==> src/rtl/latch_bank_wr_ctrl.sv <==
// Round-robin write controller for a bank of level-sensitive latches.
// Each grant runs a setup / open / hold enable window on a shared data bus.
module latch_bank_wr_ctrl #(
    parameter  int NREQ      = 4,
    parameter  int DW        = 8,
    parameter  int NLAT      = 4,
    parameter  int SETUP_CYC = 1,
    parameter  int OPEN_CYC  = 2,
    parameter  int HOLD_CYC  = 1,
    localparam int AW        = $clog2(NLAT)
) (
    input  logic                 clk,
    input  logic                 rst,
    input  logic [NREQ-1:0]      req,
    input  logic [NREQ*AW-1:0]   req_addr,
    input  logic [NREQ*DW-1:0]   req_data,
    output logic [NREQ-1:0]      gnt,
    output logic [NREQ-1:0]      ack,
    output logic                 err,
    output logic [DW-1:0]        lat_d,
    output logic [NLAT-1:0]      lat_en,
    output logic                 busy
);
    localparam int IW   = $clog2(NREQ);
    localparam int MAXC = (SETUP_CYC > OPEN_CYC)
                        ? ((SETUP_CYC > HOLD_CYC) ? SETUP_CYC : HOLD_CYC)
                        : ((OPEN_CYC > HOLD_CYC) ? OPEN_CYC : HOLD_CYC);
    localparam int CW   = $clog2(MAXC + 1);

    typedef enum logic [1:0] {IDLE, SETUP, OPEN, HOLD} state_t;

    state_t          state_reg;
    logic [CW-1:0]   cnt_reg;
    logic [AW-1:0]   addr_reg;
    logic [IW-1:0]   win_reg;
    logic [IW-1:0]   ptr_reg;
    logic [NREQ-1:0] gnt_reg;
    logic [NREQ-1:0] ack_reg;
    logic            err_reg;
    logic [DW-1:0]   lat_d_reg;
    logic [NLAT-1:0] lat_en_reg;
    logic            busy_reg;

    logic [AW-1:0]   addr_arr [NREQ];
    logic [DW-1:0]   data_arr [NREQ];
    logic [2*NREQ-1:0] req_dbl;
    logic [NREQ-1:0] req_rot;
    logic [IW-1:0]   off;
    logic [IW:0]     win_sum;
    logic [IW-1:0]   win_next;
    logic [NREQ-1:0] win_onehot;
    logic [IW:0]     ptr_sum;
    logic [IW-1:0]   ptr_next;
    logic [NLAT-1:0] en_dec;

    genvar gi;
    generate
        for (gi = 0; gi < NREQ; gi++) begin : g_req
            assign addr_arr[gi]   = req_addr[gi*AW +: AW];
            assign data_arr[gi]   = req_data[gi*DW +: DW];
            assign win_onehot[gi] = (win_next == IW'(gi));
        end
        // An out-of-range address matches no bit, so no enable ever fires for it.
        for (gi = 0; gi < NLAT; gi++) begin : g_lat
            assign en_dec[gi] = (addr_reg == AW'(gi));
        end
    endgenerate

    // Rotate requests so bit 0 is the requester at ptr, then take the lowest set bit.
    assign req_dbl = {req, req};
    assign req_rot = req_dbl[ptr_reg +: NREQ];

    always_comb begin
        off = '0;
        for (int k = NREQ - 1; k >= 0; k--) begin
            if (req_rot[k]) off = IW'(k);
        end
    end

    assign win_sum  = {1'b0, ptr_reg} + {1'b0, off};
    assign win_next = (win_sum >= (IW+1)'(NREQ)) ? IW'(win_sum - (IW+1)'(NREQ)) : win_sum[IW-1:0];
    assign ptr_sum  = {1'b0, win_reg} + (IW+1)'(1);
    assign ptr_next = (ptr_sum >= (IW+1)'(NREQ)) ? '0 : ptr_sum[IW-1:0];

    always_ff @(posedge clk) begin
        if (rst) begin
            state_reg  <= IDLE;
            cnt_reg    <= '0;
            addr_reg   <= '0;
            win_reg    <= '0;
            ptr_reg    <= '0;
            gnt_reg    <= '0;
            ack_reg    <= '0;
            err_reg    <= 1'b0;
            lat_d_reg  <= '0;
            lat_en_reg <= '0;
            busy_reg   <= 1'b0;
        end else begin
            ack_reg <= '0;
            err_reg <= 1'b0;
            case (state_reg)
                IDLE: begin
                    if (|req) begin
                        win_reg   <= win_next;
                        addr_reg  <= addr_arr[win_next];
                        lat_d_reg <= data_arr[win_next];
                        gnt_reg   <= win_onehot;
                        busy_reg  <= 1'b1;
                        cnt_reg   <= CW'(SETUP_CYC - 1);
                        state_reg <= SETUP;
                    end
                end
                SETUP: begin
                    if (cnt_reg == '0) begin
                        lat_en_reg <= en_dec;
                        cnt_reg    <= CW'(OPEN_CYC - 1);
                        state_reg  <= OPEN;
                    end else begin
                        cnt_reg <= cnt_reg - 1'b1;
                    end
                end
                OPEN: begin
                    if (cnt_reg == '0) begin
                        lat_en_reg <= '0;
                        cnt_reg    <= CW'(HOLD_CYC - 1);
                        state_reg  <= HOLD;
                    end else begin
                        cnt_reg <= cnt_reg - 1'b1;
                    end
                end
                HOLD: begin
                    if (cnt_reg == '0) begin
                        ack_reg   <= gnt_reg;
                        err_reg   <= ~|en_dec;
                        gnt_reg   <= '0;
                        busy_reg  <= 1'b0;
                        ptr_reg   <= ptr_next;
                        state_reg <= IDLE;
                    end else begin
                        cnt_reg <= cnt_reg - 1'b1;
                    end
                end
                default: state_reg <= IDLE;
            endcase
        end
    end

    assign gnt    = gnt_reg;
    assign ack    = ack_reg;
    assign err    = err_reg;
    assign lat_d  = lat_d_reg;
    assign lat_en = lat_en_reg;
    assign busy   = busy_reg;
endmodule

==> config.mk <==
export PLATFORM = sky130hd
export DESIGN_NAME = latch_bank_wr_ctrl
export DESIGN_NICKNAME = d
export VERILOG_FILES = /design/src/rtl/latch_bank_wr_ctrl.sv
export SDC_FILE = /design/constraint.sdc
export NUM_CORES = 1
export LEC_CHECK = 0
export CAP_MARGIN = 20
export CORE_MARGIN = 2
export CORE_UTILIZATION = 30
export CTS_BUF_LIST = sky130_fd_sc_hd__clkbuf_2 sky130_fd_sc_hd__clkbuf_4 sky130_fd_sc_hd__clkbuf_8
export CTS_CLUSTER_DIAMETER = 200
export DETAILED_ROUTE_END_ITERATION = 7
export GPL_TIMING_DRIVEN = 0
export PLACE_DENSITY = 0.67
export SYNTH_ARGS = -nofsm -noshare
export SYNTH_HDL_FRONTEND = slang
export SYNTH_SLANG_ARGS = --single-unit
==> constraint.sdc <==
create_clock -name clk -period 2.6 [get_ports clk]
set_input_delay 0.52 -clock clk [delete_from_list [all_inputs] [get_ports clk]]
set_output_delay 0.52 -clock clk [all_outputs]
set_load 0.02 [all_outputs]
==> results of run 1 <==
==> cells in the final DEF, fill, tap and decap left out, drive strengths merged, types with 2 or more instances in the layout <==
cell	count
a21oi	13
a22o	2
a32o	3
a32oi	3
and2	4
and2b	2
buf	16
clkbuf	10
clkdlybuf4s50	62
dfxtp	32
ha	10
inv	6
mux2	2
mux2i	19
nand2	23
nand3	12
nor2	24
nor3	41
nor4	2
nor4b	2
o211ai	2
o21ai	25
or2	3
xnor2	3
==> per-layer routing <==
| metal | wire [um] | vias up |
|---|---|---|
| met5 | 0 | - |
| met2 | 2820 | 76 |
| li1 | - | 1104 |
| met1 | 2640 | 1017 |
| met4 | 59 | 0 |
| met3 | 382 | 5 |
==> what timing repair did <==
action                                  in CTS  in global routing
pin swaps                                    1                  0
endpoints found under the setup margin      15                 12
gates cloned                                 0                  0
resized for setup                            8                 10
buffers inserted                             2                  0
==> power breakdown <==
part | switching, mW | leakage, nW | internal, mW | total, mW
Clock | 0.203 | 0.0541 | 0.283 | 0.487
Combinational | 0.844 | 0.876 | 0.700 | 1.54
Sequential | 0.108 | 0.262 | 0.643 | 0.751
==> kinds of logic after synthesis <==
family	Yosys count	synth area share
AO/OA/AOI/OAI	55	0.164
XOR/XNOR	4	0.0199
adder cells (fa/ha/maj)	10	0.0585
buffers and inverters	26	0.0767
flip-flops	32	0.300
multiplexers	21	0.0995
other	1	0.00175
AND/OR/NAND/NOR	118	0.280
==> through the flow <==
stage | total power [mW] | worst slack [ns] | cells
after floorplan | 1.73 | 0.0123 | 267
after CTS | 2.75 | 0.0288 | 435
after global placement | 2.19 | -0.755 | 426
after detailed placement | 2.22 | -0.789 | 426
after global routing | 2.97 | -0.00237 | 435
final | 2.78 | 0.112 | 435
==> final cells by class <==
type | count | area (um^2) | share of cell area
inverter | 6 | 22.5 | 0.00727
clock inverter | 3 | 42.5 | 0.0137
multi-input combinational | 209 | 1400 | 0.452
sequential | 32 | 641 | 0.207
clock buffer | 5 | 68.8 | 0.0222
tap | 96 | 120 | 0.0388
buffer | 19 | 156 | 0.0505
timing repair buffer | 65 | 646 | 0.208
==> critical path: cells and delay by family, from the launching register on <==
| family | cells | cell delay [ns] |
|---|---|---|
| adders and majority gates | 1 | 0.21 |
| DFF | 1 | 0.36 |
| buffers and inverters | 2 | 0.36 |
| muxes | 1 | 0.29 |
| AOI/OAI and AO/OA | 2 | 0.30 |
| and+or+nand+nor | 3 | 0.85 |
==> worst paths after layout <==
check	cells past startpoint	slack [ns]	end	startpoint
worst max-delay path	9	0.11	lat_d[5]	ptr_reg[0]
worst min-delay path	2	0.46	lat_d[4]	lat_d[4]
worst max register to register	9	0.11	lat_d[5]	ptr_reg[0]
worst min register to register	2	0.46	lat_d[4]	lat_d[4]
==> impl_metrics.csv, run 1 <==
group,metric,value,unit
outcome,status,"finished clean",
final_layout,final_nets,394,
global_routing,use_met2,0.260,
floorplan,start_util,0.313,
job,cap_violations,0,
clock_tree,cts_htree_levels,2,
route,drc_errors,0,
yosys,yosys_warnings,0,
yosys,seq_area_frac_synth,0.300,
timing,setup_tns,0,ns
floorplan,io_pins,68,
yosys,synth_nets,323,
yosys,syn_inst,267,
route,wirelength,5900,um
floorplan,dieArea,7810,um^2
route,drt_pass1_iterations,4,
setup_path,cpMaxStageDelayCell,"or4_2",
clock_tree,tritoncts,"done",
floorplan,rows,30,
yosys,async_flop_share,0,
yosys,synth_top_area_frac,0.300,
route,route.vias.total,2202,
final_layout,largest_register_ffs,8,
yosys,synth_cell_type_count,48,
final_layout,fin_util,0.453,
timing,worst_pin_slew,0.525,ns
route,drtIter0Drc,72,
route,detail-route-antenna-nets,0,
global_routing,grt_max_degree,12,
yosys,syn_area,2140,um^2
yosys,netlist_top_cells_count,"nor3_1 (41), dfxtp_1 (32), o21ai_0 (24)",
timing,slew_viol_final,0,
placement,hpwlAfterDp,4330,um
placement,numPortBuffers,63,
global_routing,grt_usage,0.153,
setup_path,critPathMaxFanout,10,
floorplan,die_y,88.4,um
clock_tree,cts_root_buf,"clkbuf_8",
final_layout,drive_gt1_frac,0.150,
timing,period_minus_slack,2.49,ns
min_path,holdCritPathClass,"reg2reg",
power_and_ir_drop,leakage,1.19,nW
timing,fmax,402,MHz
yosys,synth-seq-cells,32,
global_routing,grt_use_met1,0.188,
yosys,synth_edf_count,0,
setup_path,max_stage_delay,0.68,ns
floorplan,coreArea,6830,um^2
final_layout,num-fill-cells,715,
yosys,yosysTopAreaCell,"dfxtp_1",
yosys,syn_area_per_cell,8.00,um^2
timing,hold_viol_final,0,
timing,rsz0062_at_grt,"true",
clock_tree,cts_buffer_depth,2,
final_layout,area_growth,45.0,%
global_routing,grt_pass1_vias,2025,
timing,setup_viol,0,
power_and_ir_drop,powerDensity,898,nW/um^2
clock_tree,cts_buffers,5,
global_routing,antenna_found_initial,0,
yosys,synth.most_common_cell,"nor3_1",
timing,hold_slack,0.460,ns
setup_path,crit_chain,"clkbuf_8, or4_2, o2111ai_2, ha_4, buf_6, mux2i_1, nor3_1, o21ai_0, nand3_1",
floorplan,die_w,88.4,um
timing,finalClockSkew,0.00478,ns
route,avgRoutedWirePerCell,13.6,um
global_routing,grt_pass1_wl,9500,um
power_and_ir_drop,vdd_drop_max,0.000335,V
clock_tree,hold_buffers,0,
global_routing,grt-ovfl-total,0,
final_layout,stdcell_area,3100,um^2
setup_path,crit_path_start_kind,"flop",
setup_path,critPathKind,"reg2reg",
final_layout,diodes,0,
timing,slew_headroom,0.650,
yosys,dominantRegCellSynth,"dfxtp_1",
yosys,synth.area.top_cells,"dfxtp_1 (30%), nor3_1 (9.6%), mux2i_1 (8.9%)",
timing,finalCritPeriodShare,0.957,
clock_tree,clk_pin_slew,0.07,ns
placement,place_congestion,0.805,
route,via_per_inst,5.06,
clock_tree,clock_latency,0.29,ns
setup_path,worstPathArrival,2.66,ns
placement,postPlaceCellArea,2900,um^2
setup_path,worst_setup_path_end_kind,"flop",
global_routing,use_met3,0.0410,
setup_path,cp.required,2.77,ns
clock_tree,cts.sinks,32,
global_routing,globalRoute.busiestLayer,"met2",
Note: power is estimated with default switching activity, not from simulation.
==> inputs of run 2 (changes only) <==
CELL_PAD_IN_SITES_DETAIL_PLACEMENT = 1   (was default)
CELL_PAD_IN_SITES_GLOBAL_PLACEMENT = 2   (was default)
CORE_UTILIZATION = 29   (was 30)
PLACE_DENSITY = 0.95   (was 0.67)
SLEW_MARGIN = 20   (was default)
clock period = 2.9 ns   (was 2.6 ns; I/O delays follow)
==> impl_metrics.csv, run 2 (same netlist as run 1, synthesis figures left out) <==
group,metric,value,unit
outcome,status,"finished clean",
timing,worst_pin_slew,0.559,ns
placement,numPortBuffers,63,
min_path,holdPathStages,2,
final_layout,drive_gt1_frac,0.135,
global_routing,antenna_found_initial,0,
global_routing,grt_usage,0.167,
route,avgRoutedWirePerCell,14.7,um
clock_tree,cts_root_buf,"clkbuf_8",
timing,hold_slack,0.463,ns
setup_path,crit_chain,"dlygate4sd2_1, nor2_1, or4_2, o2111ai_1, ha_2, buf_6, mux2i_1, nor3_1, o21ai_0, nand3_1",
setup_path,worstSetupStartpoint,"req[3]",
clock_tree,cts_buffers,5,
min_path,hold_path.startpoint,"lat_d[0]",
setup_path,critPathTopFamily,"simple AND/OR/NAND/NOR gates",
final_layout,diodes,0,
timing,period_minus_slack,2.63,ns
power_and_ir_drop,powerDensity,823,nW/um^2
setup_path,cpMaxStageDelayCell,"or4_2",
clock_tree,cts_htree_levels,2,
clock_tree,tritoncts,"done",
global_routing,grt_max_degree,11,
clock_tree,hold_buffers,0,
timing,rsz0062_at_grt,"false",
floorplan,start_util,0.298,
setup_path,worst_setup_path_end_kind,"flop",
route,route.vias.total,2227,
power_and_ir_drop,leakage,1.20,nW
timing,finalCritPeriodShare,0.905,
final_layout,area_growth,44.1,%
final_layout,largest_register_ffs,8,
setup_path,worstPathArrival,2.81,ns
timing,fmax,381,MHz
setup_path,crit_path_start_kind,"input port",
floorplan,coreArea,7180,um^2
timing,finalClockSkew,0.0104,ns
setup_path,max_stage_delay,0.53,ns
final_layout,final_cell_mix,"clkdlybuf4s50_1 (62), nor3_1 (41), dfxtp_1 (32)",
clock_tree,cts_buffer_depth,2,
route,via_per_inst,5.07,
setup_path,r2r_start,"ptr_reg[0]",
final_layout,final_nets,395,
power_and_ir_drop,vdd_drop_max,0.000276,V
timing,slew_headroom,0.625,
setup_path,critPathMaxFanout,10,
timing,hold_viol_final,0,
floorplan,die_w,89.8,um
floorplan,io_pins,68,
route,drt_pass1_iterations,4,
clock_tree,clk_pin_slew,0.08,ns
floorplan,die_y,89.8,um
min_path,hold_end,"lat_d[0]",
timing,setup_viol,0,
route,drtIter0Drc,74,
setup_path,r2r_slack,0.35,ns
clock_tree,cts.sinks,32,
global_routing,grt_pass1_wl,11200,um
route,detail-route-antenna-nets,0,
route,wirelength,6470,um
setup_path,r2r_end,"lat_d[4]",
clock_tree,clock_latency,0.30,ns
setup_path,critPathBufInv,2,
final_layout,layout_commonest_cell,"clkdlybuf4s50_1",
floorplan,rows,31,
route,drc_errors,0,
setup_path,r2r_cells,9,
floorplan,dieArea,8070,um^2
final_layout,fin_util,0.429,
placement,place_congestion,0.743,
min_path,holdCritPathClass,"reg2reg",
placement,hpwlAfterDp,4910,um
timing,slew_viol_final,0,
setup_path,cp.required,3.08,ns
setup_path,critPathKind,"in2reg",
global_routing,grt_pass1_vias,2301,
job,cap_violations,0,
global_routing,grt-ovfl-total,0,
run 2: worst max-delay path by stage:
stage / end / slack [ns] / cells after the start
2_1_floorplan: lat_d[4] / 0.07 / 10
3_3_place_gp: lat_d[4] / -0.86 / 11
3_5_place_dp: lat_d[4] / -0.94 / 11
4_1_cts: lat_d[5] / 0.26 / 10
5_1_grt: lat_d[4] / 0.12 / 10
6_report: lat_d[4] / 0.27 / 10
run 2: final cells by class:
type	instances	area (um^2)
buffer	19	156
tap	99	124
fill	862	4100
sequential	32	641
inverter	6	22.5
clock inverter	1	30.0
clock buffer	7	96.3
timing repair buffer	66	649
multi-input combinational	209	1360
run 2: worst reg2reg max path, stage by stage (launching register included):
cell	delay [ns]
dfxtp_1	0.33
clkbuf_8	0.16
or4_2	0.65
o2111ai_1	0.14
ha_2	0.36
buf_6	0.17
mux2i_1	0.21
nor3_1	0.07
o21ai_0	0.22
nand3_1	0.11
run 2: through the flow:
stage,setup TNS [ns],power (mW),setup slack (ns),instances,cell area (um^2)
floorplan,0,1.55,0.0703,267,2140
global placement,-9.29,1.99,-0.856,429,2890
detailed placement,-10.01,2.02,-0.936,429,2890
finish,0,2.53,0.275,439,3080
CTS,0,2.56,0.258,439,3080
global route,0,2.73,0.116,439,3080
run 2: timing repair:
item,in CTS,in global routing
setup buffers,2,0
resized for setup,13,0
endpoints found under the setup margin,12,0
run 2: layer usage:
layer  up-vias  GRT usage  share of wire
met5         -          0              0
met4         0     0.0487          0.011
met3         7     0.0310          0.041
met2        51      0.291           0.49
met1      1071      0.211           0.45
li1       1098          -              -
run 2: power by group:
part | internal, mW | switching, mW
Clock | 0.303 | 0.184
Combinational | 0.608 | 0.769
Sequential | 0.576 | 0.0933
Total | 1.49 | 1.05
==> inputs of run 3 (changes only) <==
CORE_UTILIZATION = 30   (was 29)
CTS_CLUSTER_SIZE = 24   (was default)
DONT_BUFFER_PORTS = 1   (was default)
PLACE_DENSITY = 0.78   (was 0.95)
==> impl_metrics.csv, run 3 (same netlist as run 1, synthesis figures left out) <==
group,metric,value,unit
route,wirelength,5980,um
setup_path,cp.required,3.08,ns
final_layout,drive_gt1_frac,0.153,
setup_path,critPathKind,"reg2reg",
power_and_ir_drop,vdd_drop_max,0.000258,V
clock_tree,cts_buffers,5,
global_routing,grt-ovfl-total,0,
min_path,holdCritPathClass,"reg2reg",
route,drc_errors,0,
final_layout,layout_commonest_cell,"nor3_1",
power_and_ir_drop,leakage,0.940,nW
setup_path,max_stage_delay,0.65,ns
clock_tree,clock_latency,0.29,ns
placement,hpwlAfterDp,4420,um
final_layout,final_cell_mix,"nor3_1 (41), dfxtp_1 (32), o21ai_0 (24)",
setup_path,worstPathArrival,2.88,ns
timing,period_minus_slack,2.71,ns
setup_path,r2r_end,"lat_d[4]",
global_routing,grt_pass1_vias,1962,
clock_tree,tritoncts,"done",
final_layout,num-fill-cells,845,
power_and_ir_drop,powerDensity,940,nW/um^2
placement,place_congestion,0.739,
floorplan,dieArea,7810,um^2
setup_path,r2r_cells,9,
route,drt_pass1_iterations,4,
setup_path,r2r_slack,0.19,ns
route,detail-route-antenna-nets,0,
route,via_per_inst,5.25,
setup_path,r2r_start,"ptr_reg[0]",
timing,hold_viol_final,0,
timing,fmax,369,MHz
setup_path,critPathBufInv,2,
floorplan,start_util,0.313,
global_routing,grt_usage,0.164,
timing,slew_headroom,0.653,
placement,postPlaceCellArea,2260,um^2
floorplan,rows,30,
clock_tree,clk_pin_slew,0.08,ns
floorplan,coreArea,6830,um^2
setup_path,critPathMaxFanout,10,
final_layout,final_cells,370,
setup_path,crit_chain,"clkbuf_8, or4_2, o2111ai_1, ha_2, xor2_4, clkbuf_4, nor3_1, o21ai_0, nand3_1",
timing,finalCritPeriodShare,0.934,
clock_tree,cts.sinks,32,
placement,numPortBuffers,0,
placement,dp.cells,363,
floorplan,io_pins,68,
final_layout,diodes,0,
setup_path,critPathTopFamily,"simple AND/OR/NAND/NOR gates",
timing,rsz0062_at_grt,"false",
setup_path,cp_num_cells,9,
route,route.vias.total,1943,
setup_path,cpMaxStageDelayCell,"or4_2",
global_routing,grt_max_degree,12,
final_layout,final_nets,329,
clock_tree,cts_setup_buffers,0,
setup_path,worst_setup_path_end_kind,"flop",
route,avgRoutedWirePerCell,16.2,um
clock_tree,hold_buffers,0,
setup_path,endpoint,"lat_d[4]",
floorplan,die_w,88.4,um
job,cap_violations,0,
final_layout,stdcell_area,2400,um^2
route,drtIter0Drc,40,
timing,worst_slack,0.192,ns
setup_path,worstSetupStartpoint,"ptr_reg[0]",
final_layout,area_growth,12.4,%
clock_tree,cts_buffer_depth,2,
global_routing,grt_pass1_wl,9920,um
outcome,status,"finished clean",
clock_tree,cts_htree_levels,2,
global_routing,antenna_found_initial,0,
final_layout,fin_util,0.352,
timing,finalClockSkew,0.00432,ns
timing,slew_viol_final,0,
timing,worst_pin_slew,0.520,ns
placement,place_worst_setup_slack,-0.468,ns
final_layout,largest_register_ffs,8,
clock_tree,cts_root_buf,"clkbuf_8",
setup_path,crit_path_start_kind,"flop",
floorplan,die_y,88.4,um
timing,setup_viol,0,
[run 3: power by group]
group / internal (mW) / switching [mW] / total, mW
combinational: 0.410 / 0.615 / 1.02
clock: 0.254 / 0.189 / 0.443
sequential: 0.576 / 0.215 / 0.791
total: 1.24 / 1.02 / 2.26
[run 3: cell type report]
cell class | instances | area [um^2] | area share
multi-input cells | 209 | 1350 | 0.564
flip-flops and latches | 32 | 641 | 0.267
plain buffers | 19 | 154 | 0.0641
well taps | 96 | 120 | 0.0500
clock buffers | 5 | 68.8 | 0.0286
clock inverters | 3 | 42.5 | 0.0177
inverters | 6 | 22.5 | 0.00938
[run 3: worst reg2reg max path, delay by kind of cell, from the launching register on]
family	cells	cell delay [ns]
and+or+nand+nor	3	0.82
buffers and inverters	2	0.47
AOI/OAI and AO/OA	2	0.33
adders and majority gates	1	0.31
DFF	1	0.34
xor gates and xnor gates	1	0.32
[run 3: metrics by stage]
step	setup TNS (ns)	hold slack, ns	power (mW)
2_1_floorplan	0	0.454	1.55
3_3_place_gp	-3.53	0.466	1.78
3_5_place_dp	-3.88	0.494	1.80
4_1_cts	0	0.505	2.27
5_1_grt	0	0.537	2.45
6_report	0	0.498	2.26
[run 3: repair_timing]
item	4_1_cts	5_1_grt
cloned	0	0
resized for setup	3	8
endpoints found under the setup margin	10	10
[run 3: how the worst min path moves through the flow]
stage                             from           end  slack (ns)  cells past startpoint
after global routing      state_reg[1]  state_reg[1]        0.54                      2
after CTS                   win_reg[0]    win_reg[0]        0.51                      2
after floorplan             win_reg[0]    win_reg[0]        0.45                      2
after global placement      win_reg[0]    win_reg[0]        0.47                      2
final                       win_reg[0]    win_reg[0]        0.50                      2
after detailed placement    win_reg[0]    win_reg[0]        0.49                      2
[run 3: metal layers]
layer | up-vias | global-route usage | wire length [um]
li1 | 965 | - | -
met1 | 915 | 0.215 | 2820
met2 | 57 | 0.266 | 2770
met3 | 6 | 0.0364 | 328
met4 | 0 | 0.0565 | 64
met5 | - | 0 | 0
==> RTL edit: new RTL, flow settings as in run 1 <==
`NLAT`: 4 -> 16.
--- a/src/rtl/latch_bank_wr_ctrl.sv
+++ b/src/rtl/latch_bank_wr_ctrl.sv
@@ -5,3 +5,3 @@
     parameter  int DW        = 8,
-    parameter  int NLAT      = 4,
+    parameter  int NLAT      = 16,
     parameter  int SETUP_CYC = 1,
Ports: changed (resized lat_en and req_addr); port bits go from 68 to 88. The function was not compared with the original's and may differ.
==> RTL edit against run 1 <==
Synthesized area is 25% higher; via count is 30% higher; total power is 28% higher; die area is 23% higher; sequential cell count is 14 higher; count of clock-buffer cells in the layout stayed put; setup slack worse by 45 ps; synthesized cell count is 25% higher; sequential power is 37% higher; wire length is 38% higher; non-clock buffer count is 33 higher; clock skew is 4.0 ps higher; design area is 32% higher; largest cell class unchanged; highest routed layer unchanged.
==> RTL edit: results (changes against run 1) <==
Cell variety after synth: 44 (was 48)
NonClk Buf Share: 27.1% (was 25.9%)
DR WL/cell: 15.1 µm (was 13.6 µm)
Clock-cell share: 2.20% (was 3.59%)
outcome: finished clean (unchanged)
clock skew: 8.79 ps (was 4.78 ps)
max FFs per register: 16 (was 8)
Via density: 5.28 (was 5.06)
multi-input gate count: 256 (was 209)
Port-buffer cells: 85 (was 63)
vias in the first global route: 2762 (was 2025)
Post-Synth Adder-Cell Area: 4.70% (was 5.85%)
Worst path max stage delay: 370 ps (was 680 ps)
WP data arrival: 2720 ps (was 2660 ps)
worst-margin pin slew: 773 ps (was 525 ps)
seq_cells: 46 (was 32)
XOR/XNOR Fraction of Synth Area: 1.60% (was 1.99%)
WL met2: 3960 µm (was 2820 µm)
GRT Total Usage: 16.0% (was 15.3%)
crit-path max FO: 8 (was 10)
Post-CTS Setup Inserts: 0 (was 2)
slowest CP cell: dfxtp_4 (was or4_2)
Net Count, Synth: 397 (was 323)
sequential area share after synthesis: 34.6% (was 30.0%)
static leakage: 1.50 nW (was 1.19 nW)
share of cells above drive strength 1: 15.7% (was 15.0%)
largest delay contributor family on the critical path: compound AO/OA/AOI/OAI gates (was simple AND/OR/NAND/NOR gates)
Final nets: 496 (was 394)
FILL cells: 844 (was 715)
dominant cells by area after synthesis: dfxtp_1 (35%), mux2i_1 (9.0%), nor3_1 (9.0%) (was dfxtp_1 (30%), nor3_1 (9.6%), mux2i_1 (8.9%))
first-pass GRT wire length: 13000 µm (was 9500 µm)
wl on met1: 3480 µm (was 2640 µm)
combinational gate power: 2.10 mW (was 1.54 mW)
multi-input logic area: 0.00181 mm² (was 0.00140 mm²)
Initial DRC Count: 127 (was 72)
drt pass-1 iters: 5 (was 4)
Clk pin slew, worst setup/hold paths: 90 ps (was 70 ps)
compound-gate portion of the synthesized area: 18.2% (was 16.4%)
[RTL edit: metrics by stage]
stage | TNS, ps | cells | area (µm²) | setup WS (ps) | power [mW]
3_5_place_dp | -10420 | 526 | 3660 | -797 | 2.72
4_1_cts | -4.57 | 534 | 3830 | -2.77 | 3.25
5_1_grt | -14.4 | 541 | 4090 | -7.70 | 3.80
3_3_place_gp | -10120 | 526 | 3660 | -760 | 2.68
2_1_floorplan | -18.9 | 333 | 2670 | -18.9 | 2.13
6_report | 0 | 541 | 4090 | 67.6 | 3.56
[RTL edit: final timing paths]
path	depth (start not counted)	slack, ps	end	startpoint
worst min-delay path	2	470	lat_d[2]	lat_d[2]
worst max-delay path	11	70	lat_d[7]	ptr_reg[0]
worst max register to register	11	70	lat_d[7]	ptr_reg[0]
worst min register to register	2	470	lat_d[2]	lat_d[2]
